**config.mk**
```make
export PLATFORM = sky130hd
export DESIGN_NAME = axi_lite_arbiter_2to1
export DESIGN_NICKNAME = d
export VERILOG_FILES = /design/src/rtl/axi_lite_pkg.sv /design/src/rtl/rr_arbiter_2.sv /design/src/rtl/axi_lite_arbiter_2to1.sv
export SDC_FILE = /design/constraint.sdc
export NUM_CORES = 1
export LEC_CHECK = 0
export CAP_MARGIN = 40
export CORE_AREA = 2 2 112 114
export CTS_BUF_LIST = sky130_fd_sc_hd__clkbuf_8
export CTS_CLUSTER_DIAMETER = 30
export DETAILED_ROUTE_END_ITERATION = 10
export DIE_AREA = 0 0 114 116
export PLACE_DENSITY = 0.7
export RECOVER_POWER = 100
export SETUP_SLACK_MARGIN = 0.1
export SLEW_MARGIN = 20
export SYNTH_ARGS = -nofsm -noshare
export SYNTH_HDL_FRONTEND = slang
export SYNTH_SLANG_ARGS = --single-unit
```
**constraint.sdc**
```tcl
create_clock -name axi_aclk -period 3 [get_ports axi_aclk]
set_clock_uncertainty 0.1 [all_clocks]
set_input_delay 0.6 -clock axi_aclk [delete_from_list [all_inputs] [get_ports axi_aclk]]
set_output_delay 0.6 -clock axi_aclk [all_outputs]
set_load 0.02 [all_outputs]
```
**src/rtl/axi_lite_pkg.sv**
```systemverilog
// Shared types and constants for the 2:1 AXI-Lite arbiter.
//   state_e : arbiter FSM states
//   op_e    : transaction kind remembered for the write/read tie-break
//   RESP_*  : single-bit response encodings used on the b/r channels
package axi_lite_pkg;

    typedef enum logic [2:0] {
        IDLE    = 3'd0,
        WR_ADDR = 3'd1,
        WR_RESP = 3'd2,
        RD_ADDR = 3'd3,
        RD_DATA = 3'd4
    } state_e;

    typedef enum logic {
        WRITE = 1'b0,
        READ  = 1'b1
    } op_e;

    localparam logic RESP_OKAY = 1'b0;
    localparam logic RESP_ERR  = 1'b1;

endpackage

```
**src/rtl/rr_arbiter_2.sv**
```systemverilog
// Two-requester round-robin grant decision.
//   req_i       : request bit per requester
//   rr_ptr_i    : preferred requester this round
//   grant_idx_o : preferred requester if it is requesting, otherwise the other one
// The result is only meaningful when at least one request bit is set.
module rr_arbiter_2 (
    input  logic [1:0] req_i,
    input  logic       rr_ptr_i,
    output logic       grant_idx_o
);

    assign grant_idx_o = req_i[rr_ptr_i] ? rr_ptr_i : ~rr_ptr_i;

endmodule

```
**src/rtl/axi_lite_arbiter_2to1.sv**
```systemverilog
// Shares one AXI-Lite master port (m1) between two requesters (s0, s1).
// Round-robin between requesters, one transaction outstanding on m1 at a time,
// response routed back to the granted requester only.
//   axi_aclk / axi_areset : clock, synchronous active-high reset
//   s0_axi_* / s1_axi_*   : requester-side AW, W, B, AR, R channels
//   m1_axi_*              : shared master-side AW, W, B, AR, R channels
module axi_lite_arbiter_2to1
    import axi_lite_pkg::*;
#(
    parameter int DATA_WIDTH = 32,
    parameter int ADDR_WIDTH = 8
) (
    input  logic                    axi_aclk,
    input  logic                    axi_areset,

    input  logic [ADDR_WIDTH-1:0]   s0_axi_awaddr,
    input  logic                    s0_axi_awvalid,
    output logic                    s0_axi_awready,
    input  logic [DATA_WIDTH-1:0]   s0_axi_wdata,
    input  logic [DATA_WIDTH/8-1:0] s0_axi_wstrb,
    input  logic                    s0_axi_wvalid,
    output logic                    s0_axi_wready,
    output logic                    s0_axi_bresp,
    output logic                    s0_axi_bvalid,
    input  logic                    s0_axi_bready,
    input  logic [ADDR_WIDTH-1:0]   s0_axi_araddr,
    input  logic                    s0_axi_arvalid,
    output logic                    s0_axi_arready,
    output logic [DATA_WIDTH-1:0]   s0_axi_rdata,
    output logic                    s0_axi_rresp,
    output logic                    s0_axi_rvalid,
    input  logic                    s0_axi_rready,

    input  logic [ADDR_WIDTH-1:0]   s1_axi_awaddr,
    input  logic                    s1_axi_awvalid,
    output logic                    s1_axi_awready,
    input  logic [DATA_WIDTH-1:0]   s1_axi_wdata,
    input  logic [DATA_WIDTH/8-1:0] s1_axi_wstrb,
    input  logic                    s1_axi_wvalid,
    output logic                    s1_axi_wready,
    output logic                    s1_axi_bresp,
    output logic                    s1_axi_bvalid,
    input  logic                    s1_axi_bready,
    input  logic [ADDR_WIDTH-1:0]   s1_axi_araddr,
    input  logic                    s1_axi_arvalid,
    output logic                    s1_axi_arready,
    output logic [DATA_WIDTH-1:0]   s1_axi_rdata,
    output logic                    s1_axi_rresp,
    output logic                    s1_axi_rvalid,
    input  logic                    s1_axi_rready,

    output logic [ADDR_WIDTH-1:0]   m1_axi_awaddr,
    output logic                    m1_axi_awvalid,
    input  logic                    m1_axi_awready,
    output logic [DATA_WIDTH-1:0]   m1_axi_wdata,
    output logic [DATA_WIDTH/8-1:0] m1_axi_wstrb,
    output logic                    m1_axi_wvalid,
    input  logic                    m1_axi_wready,
    input  logic                    m1_axi_bresp,
    input  logic                    m1_axi_bvalid,
    output logic                    m1_axi_bready,
    output logic [ADDR_WIDTH-1:0]   m1_axi_araddr,
    output logic                    m1_axi_arvalid,
    input  logic                    m1_axi_arready,
    input  logic [DATA_WIDTH-1:0]   m1_axi_rdata,
    input  logic                    m1_axi_rresp,
    input  logic                    m1_axi_rvalid,
    output logic                    m1_axi_rready
);

    // Requester channels packed by index so the grant can select them directly.
    logic [1:0][ADDR_WIDTH-1:0]   awaddr, araddr;
    logic [1:0][DATA_WIDTH-1:0]   wdata;
    logic [1:0][DATA_WIDTH/8-1:0] wstrb;
    logic [1:0]                   awvalid, wvalid, arvalid, bready, rready;
    logic [1:0]                   wr_req, rd_req, req;

    assign awaddr  = {s1_axi_awaddr,  s0_axi_awaddr};
    assign araddr  = {s1_axi_araddr,  s0_axi_araddr};
    assign wdata   = {s1_axi_wdata,   s0_axi_wdata};
    assign wstrb   = {s1_axi_wstrb,   s0_axi_wstrb};
    assign awvalid = {s1_axi_awvalid, s0_axi_awvalid};
    assign wvalid  = {s1_axi_wvalid,  s0_axi_wvalid};
    assign arvalid = {s1_axi_arvalid, s0_axi_arvalid};
    assign bready  = {s1_axi_bready,  s0_axi_bready};
    assign rready  = {s1_axi_rready,  s0_axi_rready};

    assign wr_req = awvalid & wvalid;
    assign rd_req = arvalid;
    assign req    = wr_req | rd_req;

    state_e state_q, state_d;
    op_e    last_op_q, last_op_d;
    op_e    op_sel;
    logic   grant_q, grant_d;
    logic   rr_ptr_q, rr_ptr_d;
    logic   aw_done_q, aw_done_d;
    logic   w_done_q, w_done_d;
    logic   arb_grant;

    // Response/ready signals for the granted requester before port steering.
    logic                  g_awready, g_wready, g_bvalid, g_bresp;
    logic                  g_arready, g_rvalid, g_rresp;
    logic [DATA_WIDTH-1:0] g_rdata;

    rr_arbiter_2 u_rr_arbiter (
        .req_i       (req),
        .rr_ptr_i    (rr_ptr_q),
        .grant_idx_o (arb_grant)
    );

    always_ff @(posedge axi_aclk) begin
        if (axi_areset) begin
            state_q   <= IDLE;
            grant_q   <= 1'b0;
            rr_ptr_q  <= 1'b0;
            last_op_q <= READ;
            aw_done_q <= 1'b0;
            w_done_q  <= 1'b0;
        end else begin
            state_q   <= state_d;
            grant_q   <= grant_d;
            rr_ptr_q  <= rr_ptr_d;
            last_op_q <= last_op_d;
            aw_done_q <= aw_done_d;
            w_done_q  <= w_done_d;
        end
    end

    always_comb begin
        state_d   = state_q;
        grant_d   = grant_q;
        rr_ptr_d  = rr_ptr_q;
        last_op_d = last_op_q;
        aw_done_d = aw_done_q;
        w_done_d  = w_done_q;
        op_sel    = WRITE;

        m1_axi_awaddr  = '0;
        m1_axi_awvalid = 1'b0;
        m1_axi_wdata   = '0;
        m1_axi_wstrb   = '0;
        m1_axi_wvalid  = 1'b0;
        m1_axi_bready  = 1'b0;
        m1_axi_araddr  = '0;
        m1_axi_arvalid = 1'b0;
        m1_axi_rready  = 1'b0;

        g_awready = 1'b0;
        g_wready  = 1'b0;
        g_bvalid  = 1'b0;
        g_bresp   = RESP_OKAY;
        g_arready = 1'b0;
        g_rvalid  = 1'b0;
        g_rdata   = '0;
        g_rresp   = RESP_OKAY;

        unique case (state_q)
            IDLE: begin
                if (|req) begin
                    grant_d = arb_grant;
                    // A requester offering both kinds alternates relative to the last served op.
                    if (wr_req[arb_grant] && rd_req[arb_grant]) begin
                        op_sel = (last_op_q == READ) ? WRITE : READ;
                    end else begin
                        op_sel = rd_req[arb_grant] ? READ : WRITE;
                    end
                    state_d = (op_sel == WRITE) ? WR_ADDR : RD_ADDR;
                end
            end
            WR_ADDR: begin
                m1_axi_awaddr  = awaddr[grant_q];
                m1_axi_awvalid = awvalid[grant_q] & ~aw_done_q;
                m1_axi_wdata   = wdata[grant_q];
                m1_axi_wstrb   = wstrb[grant_q];
                m1_axi_wvalid  = wvalid[grant_q] & ~w_done_q;
                g_awready      = m1_axi_awready & ~aw_done_q;
                g_wready       = m1_axi_wready & ~w_done_q;
                // AW and W complete independently; the done flags stop re-issuing either.
                aw_done_d = aw_done_q | (m1_axi_awvalid & m1_axi_awready);
                w_done_d  = w_done_q | (m1_axi_wvalid & m1_axi_wready);
                if (aw_done_d && w_done_d) begin
                    state_d   = WR_RESP;
                    aw_done_d = 1'b0;
                    w_done_d  = 1'b0;
                end
            end
            WR_RESP: begin
                g_bvalid      = m1_axi_bvalid;
                g_bresp       = m1_axi_bresp;
                m1_axi_bready = bready[grant_q];
                if (m1_axi_bvalid && bready[grant_q]) begin
                    state_d   = IDLE;
                    rr_ptr_d  = ~grant_q;
                    last_op_d = WRITE;
                end
            end
            RD_ADDR: begin
                m1_axi_araddr  = araddr[grant_q];
                m1_axi_arvalid = arvalid[grant_q];
                g_arready      = m1_axi_arready;
                if (arvalid[grant_q] && m1_axi_arready) begin
                    state_d = RD_DATA;
                end
            end
            RD_DATA: begin
                g_rvalid      = m1_axi_rvalid;
                g_rdata       = m1_axi_rdata;
                g_rresp       = m1_axi_rresp;
                m1_axi_rready = rready[grant_q];
                if (m1_axi_rvalid && rready[grant_q]) begin
                    state_d   = IDLE;
                    rr_ptr_d  = ~grant_q;
                    last_op_d = READ;
                end
            end
            default: state_d = IDLE;
        endcase
    end

    // Steer granted-side signals to one requester; the other sees zeros.
    assign s0_axi_awready = g_awready & ~grant_q;
    assign s0_axi_wready  = g_wready  & ~grant_q;
    assign s0_axi_bvalid  = g_bvalid  & ~grant_q;
    assign s0_axi_bresp   = g_bresp   & ~grant_q;
    assign s0_axi_arready = g_arready & ~grant_q;
    assign s0_axi_rvalid  = g_rvalid  & ~grant_q;
    assign s0_axi_rresp   = g_rresp   & ~grant_q;
    assign s0_axi_rdata   = grant_q ? '0 : g_rdata;

    assign s1_axi_awready = g_awready & grant_q;
    assign s1_axi_wready  = g_wready  & grant_q;
    assign s1_axi_bvalid  = g_bvalid  & grant_q;
    assign s1_axi_bresp   = g_bresp   & grant_q;
    assign s1_axi_arready = g_arready & grant_q;
    assign s1_axi_rvalid  = g_rvalid  & grant_q;
    assign s1_axi_rresp   = g_rresp   & grant_q;
    assign s1_axi_rdata   = grant_q ? g_rdata : '0;

endmodule

```
# ---- Yosys cells after proc, flatten, opt, wreduce, memory -nomap -nowiden
# Index checks and enable logic that the tools add are counted.
dict set report op_classes {
  reduce_logical 11
  n_eq_ne 9
  bitwise_logic 28
  n_addsub 0
  mul 0
  n_mux 64
  magnitude_cmp 3
  shifts 0
  n_div 0
}
# operator count
set op_table {}
lappend op_table {{$mux W32} 6}
lappend op_table {{$mux W8} 6}
lappend op_table {{$mux W1} 40}
lappend op_table {{$and A1 B1 Y1} 20}
lappend op_table {{$mux W3} 5}
lappend op_table {{$pmux W3 S5} 1}
lappend op_table {{$mux W4} 3}
lappend op_table {{$ne A2 B2 Y1 const B} 5}
lappend op_table {{$eq A3 B2 Y1 const B} 2}
lappend op_table {{$lt A1 B2 Y1 const B} 3}
lappend op_table {{$logic_and A1 B1 Y1} 5}
lappend op_table {{$reduce_and A5 Y1} 1}
lappend op_table {{$not A1 Y1} 4}
lappend op_table {{$pmux W1 S2} 2}
lappend op_table {{$eq A3 B1 Y1 const B} 1}
lappend op_table {{$eq A3 B3 Y1 const B} 1}
lappend op_table {{$logic_not A3 Y1} 1}
lappend op_table {{$reduce_and A3 Y1} 1}
lappend op_table {{$and A2 B2 Y2} 1}
lappend op_table {{$mux W2} 1}
lappend op_table {{$or A1 B1 Y1} 2}
lappend op_table {{$or A2 B2 Y2} 1}
lappend op_table {{$reduce_and A2 Y1} 1}
lappend op_table {{$reduce_bool A2 Y1} 1}
lappend op_table {{$reduce_or A2 Y1} 1}
dict set report totals {
  rom_bits 0
  regBits 8
  latchBits 0
  wordCells 121
  out_inout_bits 135
  mem_count 0
  input_bits 155
  mem_bits_rw 0
}

# ---- Logic depth before layout (Yosys ltp)
# Gate-level depths: netlist of run 1.
dict set report logic_depth {
  depth_word 14
  mapped_depth 7
  ltp_nobuf 5
}

# ---- Hierarchy
# Synthesis of run 1 repeated with hierarchy kept, for this count alone.
dict set report hier_totals {
  cells_unflattened 291
  hier_area_um2 1909.3
}
# mod instances area_each_um2 cells_per_inst seq_area_each_um2
set modules_own_cells {}
lappend modules_own_cells {axi_lite_arbiter_2to1 1 1900.6 289 160.2}
lappend modules_own_cells {rr_arbiter_2 1 8.8 2 0.0}

# ---- Least setup slack after synthesis of run 1
# No wires, ideal clock.
dict set report synth_timing {
  path_kind {register to output}
  from {reg state_q[0]}
  to {out s1_axi_rdata[10]}
  n_path_buf 3
  stages_incl_launch_ff 7
  path_slack_ns 0.778
  required_time_ns 2.300
  t_arrival_ns 1.522
  cell_sequence {dfxtp_1 > buf_2 > or3b_1 > buf_6 > nor2_2 > clkbuf_1 > and2_1}
}
dict set report synth_between {
  elab_chain_len 3
}
# item line_no
set synth_lines {}
lappend synth_lines {{start, declared} axi_lite_arbiter_2to1.sv:92} ;# state_e state_q, state_d;
lappend synth_lines {{start signal, assigned} axi_lite_arbiter_2to1.sv:121} ;# state_q <= state_d;
lappend synth_lines {{$eq A3 B3 Y1} axi_lite_arbiter_2to1.sv:158} ;# unique case (state_q)
lappend synth_lines {{$mux W32} axi_lite_arbiter_2to1.sv:158}
lappend synth_lines {{$mux W32} axi_lite_arbiter_2to1.sv:238} ;# assign s1_axi_rdata = grant_q ? g_rdata : '0;
lappend synth_lines {{end, declared} axi_lite_arbiter_2to1.sv:47} ;# output logic [DATA_WIDTH-1:0] s1_axi_rdata,
# No other way between the ends.

# ---- Worst setup path in the final report of run 1
dict set report layout_timing {
  from {reg grant_q}
  to {out m1_axi_awaddr[7]}
}
dict set report layout_between {
  elab_chain_len 3
}
# item line_no
set layout_lines {}
lappend layout_lines {{start, declared} axi_lite_arbiter_2to1.sv:95} ;# logic grant_q, grant_d;
lappend layout_lines {{start signal, assigned} axi_lite_arbiter_2to1.sv:122} ;# grant_q <= grant_d;
lappend layout_lines {{$mux W8 (implied by the code) (2 in a row)} axi_lite_arbiter_2to1.sv:172} ;# m1_axi_awaddr = awaddr[grant_q];
lappend layout_lines {{$mux W8} axi_lite_arbiter_2to1.sv:158}
lappend layout_lines {{end, declared} axi_lite_arbiter_2to1.sv:52} ;# output logic [ADDR_WIDTH-1:0] m1_axi_awaddr,
# No other way between the ends. The select of a mux whose other input is x is not followed.

==> flow_metrics.py, run 1 <==
metrics = {
    "hold_path": {
        "hp-class": "flip-flop to flip-flop",
        "min_from": "w_done_q",
    },
    "critical_path": {
        "end_kind": "primary output",
        "critical_path_arrival_ps": 2150,
        "cp_data_required_time_ps": 2300,
        "r2r_start": "state_q[1]",
        "crit_type": "flip-flop to primary output",
        "critPathLaunchType": "flip-flop",
        "cp_max_fo": 38,
        "crit_start": "grant_q",
    },
    "cts": {
        "cts-root-buf": "clkbuf_8",
        "clock_latency_ps": 230,
        "clock_sinks": 8,
        "cts_tree": "done",
        "clk_pin_slew_worst_paths_ps": 40,
        "h-tree-depth": 1,
        "clockBufferDepth": 2,
        "numCtsBuffers": 3,
    },
    "run": {
        "max_cap_violations": 0,
    },
    "power_and_ir_drop": {
        "ir_drop_v": 0.000262,
        "power.leakage_nw": 2.07,
        "clock_power_share": 0.073,
        "p_int_mw": 0.977,
        "power_mw": 1.88,
        "power.switching_mw": 0.899,
        "p_seq_frac": 0.112,
        "sw_frac_of_total": 0.479,
        "powerDensity_nw_per_um2": 394,
        "combPwrFrac": 0.815,
    },
    "detailed_routing": {
        "antenna_left": 0,
        "drt_iter0_markers": 70,
        "first_pass_iters": 4,
        "wl_per_cell_microns": 16.5,
        "drc_errors": 0,
        "via_count": 3084,
        "avgViaCountPerCell": 4.31,
        "totalWireLength_microns": 11800,
    },
    "floorplanning": {
        "die_w_microns": 114,
        "coreArea_sq_um": 11900,
        "fp.dieH_microns": 116,
        "num_rows": 40,
        "start_util": 0.159,
        "floorplan.die_area_sq_um": 13200,
        "ios": 290,
    },
    "yosys": {
        "synth-seq-area-share": 0.0843,
        "async_reset_ff_frac": 0,
        "syn_area_per_cell_sq_um": 6.64,
        "synthTopCellsByCount": "67 x and2_1, 64 x nor2_1, 57 x mux2i_1",
        "synth_fp_nets": 441,
        "ys_ff_latch": 8,
        "synth-main-ff-cell": "dfxtp_1",
        "synth_top_area_cell": "mux2i_1",
        "synth_cells": 286,
        "synthesis.area_sq_um": 1900,
        "synthTopCellsByArea": "mux2i_1 30%, and2_1 22%, nor2_1 13%",
        "synth_enable_flop_cells": 0,
        "synth.distinct_cells": 34,
        "synth_most_common_cell": "and2_1",
        "yosys.area.top_type_share": 0.300,
        "synth_warnings": 0,
    },
    "grt": {
        "antenna_found_initial": 1,
        "grt_pass1_wl_microns": 16800,
        "track_usage": 0.161,
        "globalRoute.totalOverflow": 0,
        "grt_start_max_net_pins": 46,
        "first_global_vias": 3111,
    },
    "sta": {
        "slew_headroom": 0.626,
        "finalSetupViolations": 0,
        "max_freq_ghz": 0.351,
        "finalHoldViolCount": 0,
        "worst_pin_slew_ps": 560,
        "setup_tns_ps": 0,
        "period_needed_ps": 2850,
        "period_share": 0.950,
        "slew_violations": 0,
        "rsz0062_at_grt": "false",
    },
    "placed_design": {
        "port_buffers": 289,
        "gp_congestion": 0.833,
        "hpwlAfterDp_microns": 9880,
    },
    "finish": {
        "syn2layout_area_growth_pct": 151,
        "drive_gt1_frac": 0.0459,
        "finalNetCount": 723,
    },
    "outcome": {
        "status": "finished clean",
    },
}
==> power by group through the flow <==
stage / Sequential [mW] / Combinational (mW) / Clock, mW
2_1_floorplan: 0.158 / 0.884 / 0
3_3_place_gp: 0.205 / 1.59 / 0
3_5_place_dp: 0.208 / 1.60 / 0
4_1_cts: 0.207 / 1.61 / 0.140
5_1_grt: 0.218 / 1.65 / 0.144
6_report: 0.210 / 1.53 / 0.136
==> through the flow <==
stage / area, sq um / worst slack, ps / hold slack, ps / cells / util
6_report: 4760 / 151 / 439 / 715 / 0.400
5_1_grt: 4760 / 54.8 / 477 / 715 / 0.400
4_1_cts: 4980 / 121 / 434 / 714 / 0.418
3_5_place_dp: 4960 / 144 / 424 / 709 / 0.416
3_3_place_gp: 4960 / 136 / 420 / 709 / 0.416
2_1_floorplan: 1900 / 778 / 382 / 286 / -
==> cell families (layout without fill, tap and decap cells) <==
logic type | after synthesis | after routing | share of synthesized area
simple gates | 170 | 170 | 0.463
buf+inv | 29 | 310 | 0.0659
flops | 8 | 8 | 0.0843
mux | 58 | 58 | 0.306
compound gates | 21 | 21 | 0.0804
other cells | 0 | 1 | 0
==> metal layers <==
metal	track usage	vias to the layer above	routed length, microns
met5	0	-	0
met4	0.0398	0	221
met3	0.0481	10	1290
met2	0.308	190	5910
met1	0.174	1361	4380
li1	-	1523	-
==> path summary, 6_finish.rpt <==
| kind | slack [ps] | endpoint | cells after the start |
|---|---|---|---|
| worst max-delay path | 150 | m1_axi_awaddr[7] | 5 |
| worst min-delay path | 440 | w_done_q | 2 |
| worst max register to register | 1090 | last_op_q | 4 |
| worst min register to register | 440 | w_done_q | 2 |
==> worst max-delay path: stages, from the launching register on <==
cell and delay [ps]:
dfxtp_4 510, buf_12 290, buf_4 210, mux2i_1 180
nor2_1 50, dlygate4sd3_1 660
==> placed cells by master (no fill, tap or decap), drive strengths merged, types with 3 or more instances in the layout <==
cell type / synthesis / layout
nor3: 10 / 10
a21oi: 6 / 6
clkdlybuf4s50: 0 / 169
nor2: 67 / 67
dfxtp: 8 / 8
and3: 4 / 4
inv: 7 / 8
mux2i: 57 / 57
dlygate4sd3: 0 / 53
nand2: 7 / 7
dlygate4sd2: 0 / 27
clkbuf: 11 / 41
o21ba: 3 / 3
buf: 11 / 11
o22ai: 3 / 3
and2: 67 / 67
nand2b: 4 / 4
==> flip-flops by register name, indices dropped and copies added (netlist names) <==
signal     count
rr_ptr_q       1
w_done_q       1
state_q        3
last_op_q      1
aw_done_q      1
grant_q        1
==> area by class of cell <==
| class | count | area, sq um |
|---|---|---|
| clock inverter | 1 | 3.75 |
| multi-input combinational | 249 | 1610 |
| fill | 1262 | 7150 |
| antenna | 1 | 2.50 |
| inverter | 7 | 26.3 |
| sequential | 8 | 166 |
| clock buffer | 3 | 41.3 |
| tap | 147 | 184 |
| timing repair buffer | 299 | 2720 |
==> what timing repair did <==
action / CTS / global route
setup endpoints to repair: 65 / 46
hold buffers: 0 / 0
cloned: 0 / 0
pin swaps: 1 / 0
resized for setup: 30 / 42
buffers inserted: 1 / 0
endpoints found under the hold margin: 0 / 0
Power figures use the tool's default switching activity.
==> run 2, diff against run 1 <==
--- a/config.mk
+++ b/config.mk
@@ -5,7 +5,7 @@
 export SDC_FILE = /design/constraint.sdc
 export NUM_CORES = 1
 export LEC_CHECK = 0
-export CAP_MARGIN = 40
+export CAP_MARGIN = 30
 export CORE_AREA = 2 2 112 114
 export CTS_BUF_LIST = sky130_fd_sc_hd__clkbuf_8
 export CTS_CLUSTER_DIAMETER = 30
==> results of run 2 <==
Same layout as run 1: the final DEF is identical, and so are final timing and power.
==> run 3, diff against run 2 <==
--- a/config.mk
+++ b/config.mk
@@ -12,8 +12,7 @@
 export DETAILED_ROUTE_END_ITERATION = 10
 export DIE_AREA = 0 0 114 116
 export PLACE_DENSITY = 0.7
-export RECOVER_POWER = 100
-export SETUP_SLACK_MARGIN = 0.1
+export SETUP_SLACK_MARGIN = 0.5
 export SLEW_MARGIN = 20
 export SYNTH_ARGS = -nofsm -noshare
 export SYNTH_HDL_FRONTEND = slang
==> flow_metrics.py, run 3 (synthesis gave the netlist of run 1 again) <==
metrics = {
    "finish": {
        "multiInputGateArea_sq_um": 1630,
        "final_cell_mix": "154 x clkdlybuf4s50_1, 67 x and2_1, 64 x nor2_1",
        "largest_reg_flops": 3,
        "finalNetCount": 728,
        "syn2layout_area_growth_pct": 165,
        "seq_area_sq_um": 170,
        "layout.cells.most_common": "clkdlybuf4s50_1",
        "final_util": 0.422,
        "nFillCells": 1252,
        "regMostFlops": "state_q",
        "drive_gt1_frac": 0.182,
    },
    "sta": {
        "finalSetupViolations": 0,
        "max_freq_ghz": 0.399,
        "worst_pin_slew_ps": 374,
        "rsz0062_at_grt": "true",
        "setup_tns_ps": 0,
        "period_needed_ps": 2510,
        "finalHoldViolCount": 0,
        "slew_violations": 0,
        "period_share": 0.836,
        "timing.final.ws_setup_ps": 491,
        "slew_headroom": 0.744,
    },
    "hold_path": {
        "hold-path-cell-count": 2,
        "hp-class": "flip-flop to flip-flop",
    },
    "critical_path": {
        "end_kind": "primary output",
        "reg2regPathDepth": 6,
        "cp_max_fo": 16,
        "critical_path_arrival_ps": 1810,
        "critPathLaunchType": "flip-flop",
        "crit_type": "flip-flop to primary output",
        "cp_data_required_time_ps": 2300,
    },
    "placed_design": {
        "hpwlAfterDp_microns": 9880,
        "place_worst_setup_slack_ps": 144,
        "gp_congestion": 0.833,
        "port_buffers": 289,
    },
    "cts": {
        "clock_sinks": 8,
        "cts-root-buf": "clkbuf_8",
        "clock_latency_ps": 230,
        "clockBufferDepth": 2,
        "cts_tree": "done",
        "numCtsBuffers": 3,
        "clk_pin_slew_worst_paths_ps": 40,
        "h-tree-depth": 1,
    },
    "floorplanning": {
        "die_w_microns": 114,
        "fp.dieH_microns": 116,
        "floorplan.die_area_sq_um": 13200,
        "coreArea_sq_um": 11900,
        "start_util": 0.159,
        "num_rows": 40,
        "ios": 290,
    },
    "grt": {
        "grt_pass1_wl_microns": 17200,
        "globalRoute.totalOverflow": 0,
        "grt_start_max_net_pins": 46,
        "first_global_vias": 3161,
        "track_usage": 0.166,
        "antenna_found_initial": 1,
    },
    "outcome": {
        "status": "finished clean",
    },
    "power_and_ir_drop": {
        "power.leakage_nw": 2.20,
        "powerDensity_nw_per_um2": 371,
        "ir_drop_v": 0.000234,
    },
    "detailed_routing": {
        "totalWireLength_microns": 12100,
        "wl_per_cell_microns": 16.8,
        "drc_errors": 0,
        "via_count": 3119,
        "first_pass_iters": 4,
        "avgViaCountPerCell": 4.33,
        "antenna_left": 0,
        "drt_iter0_markers": 76,
    },
    "run": {
        "max_cap_violations": 0,
    },
}
==> run 3: cell count changes in the layout (fill, tap and decap cells not counted), moves of 12 or more <==
cell / previous run / this run
clkdlybuf4s15_1: 0 / 12
clkdlybuf4s50_1: 169 / 154
clkbuf_1: 37 / 0
buf_2: 0 / 15
dlygate4sd3_1: 53 / 0
dlygate4sd2_1: 27 / 52
clkdlybuf4s15_2: 0 / 48
==> run 3: worst paths after layout <==
kind / start / end / slack (ps)
max: state_q[2] / s1_axi_rdata[23] / 490
max reg2reg: grant_q / state_q[0] / 1050
min reg2reg: w_done_q / w_done_q / 440
min: w_done_q / w_done_q / 440
==> run 3: power by group <==
group | switching, mW | internal (mW) | total (mW)
Clock | 0.0478 | 0.0891 | 0.137
Combinational | 0.818 | 0.720 | 1.54
Sequential | 0.0495 | 0.141 | 0.190
Total | 0.916 | 0.950 | 1.87
==> run 3: what timing repair did <==
item | CTS | global route
endpoints found under the setup margin | 134 | 113
buffers inserted | 3 | 1
resized for setup | 273 | 43
hold buffers | 0 | 0
gates cloned | 1 | 1
pin swaps | 1 | 0
==> run 3: per-layer routing <==
layer | share of wire | GRT usage | up-vias
met4 | 0.019 | 0.0398 | 0
li1 | - | - | 1533
met1 | 0.37 | 0.178 | 1393
met2 | 0.51 | 0.320 | 181
met3 | 0.10 | 0.0476 | 12
met5 | 0 | 0 | -
==> run 3: cell type report <==
cell class              count  share of cell area
diodes                      1            0.000498
clock buffers               3             0.00821
clock inverters             1            0.000746
inverters                   7             0.00523
multi-input cells         249               0.325
flip-flops and latches      8              0.0338
well taps                 147              0.0366
repair buffers            304               0.590
==> run 3: worst max-delay path, stage by stage, from the launching register on <==
cell and delay, ps:
dfxtp_4 380, or3b_4 420, nor2_4 190, clkbuf_16 200, and2_1 130, clkdlybuf4s15_2 260
==> run 3: metrics by stage <==
stage          instances  power (mW)  hold slack [ps]  area, sq um
2_1_floorplan        286        1.04              382         1900
3_3_place_gp         709        1.79              420         4960
3_5_place_dp         709        1.80              424         4960
4_1_cts              717        1.86              434         5070
5_1_grt              720        2.00              477         5030
6_report             720        1.87              440         5030
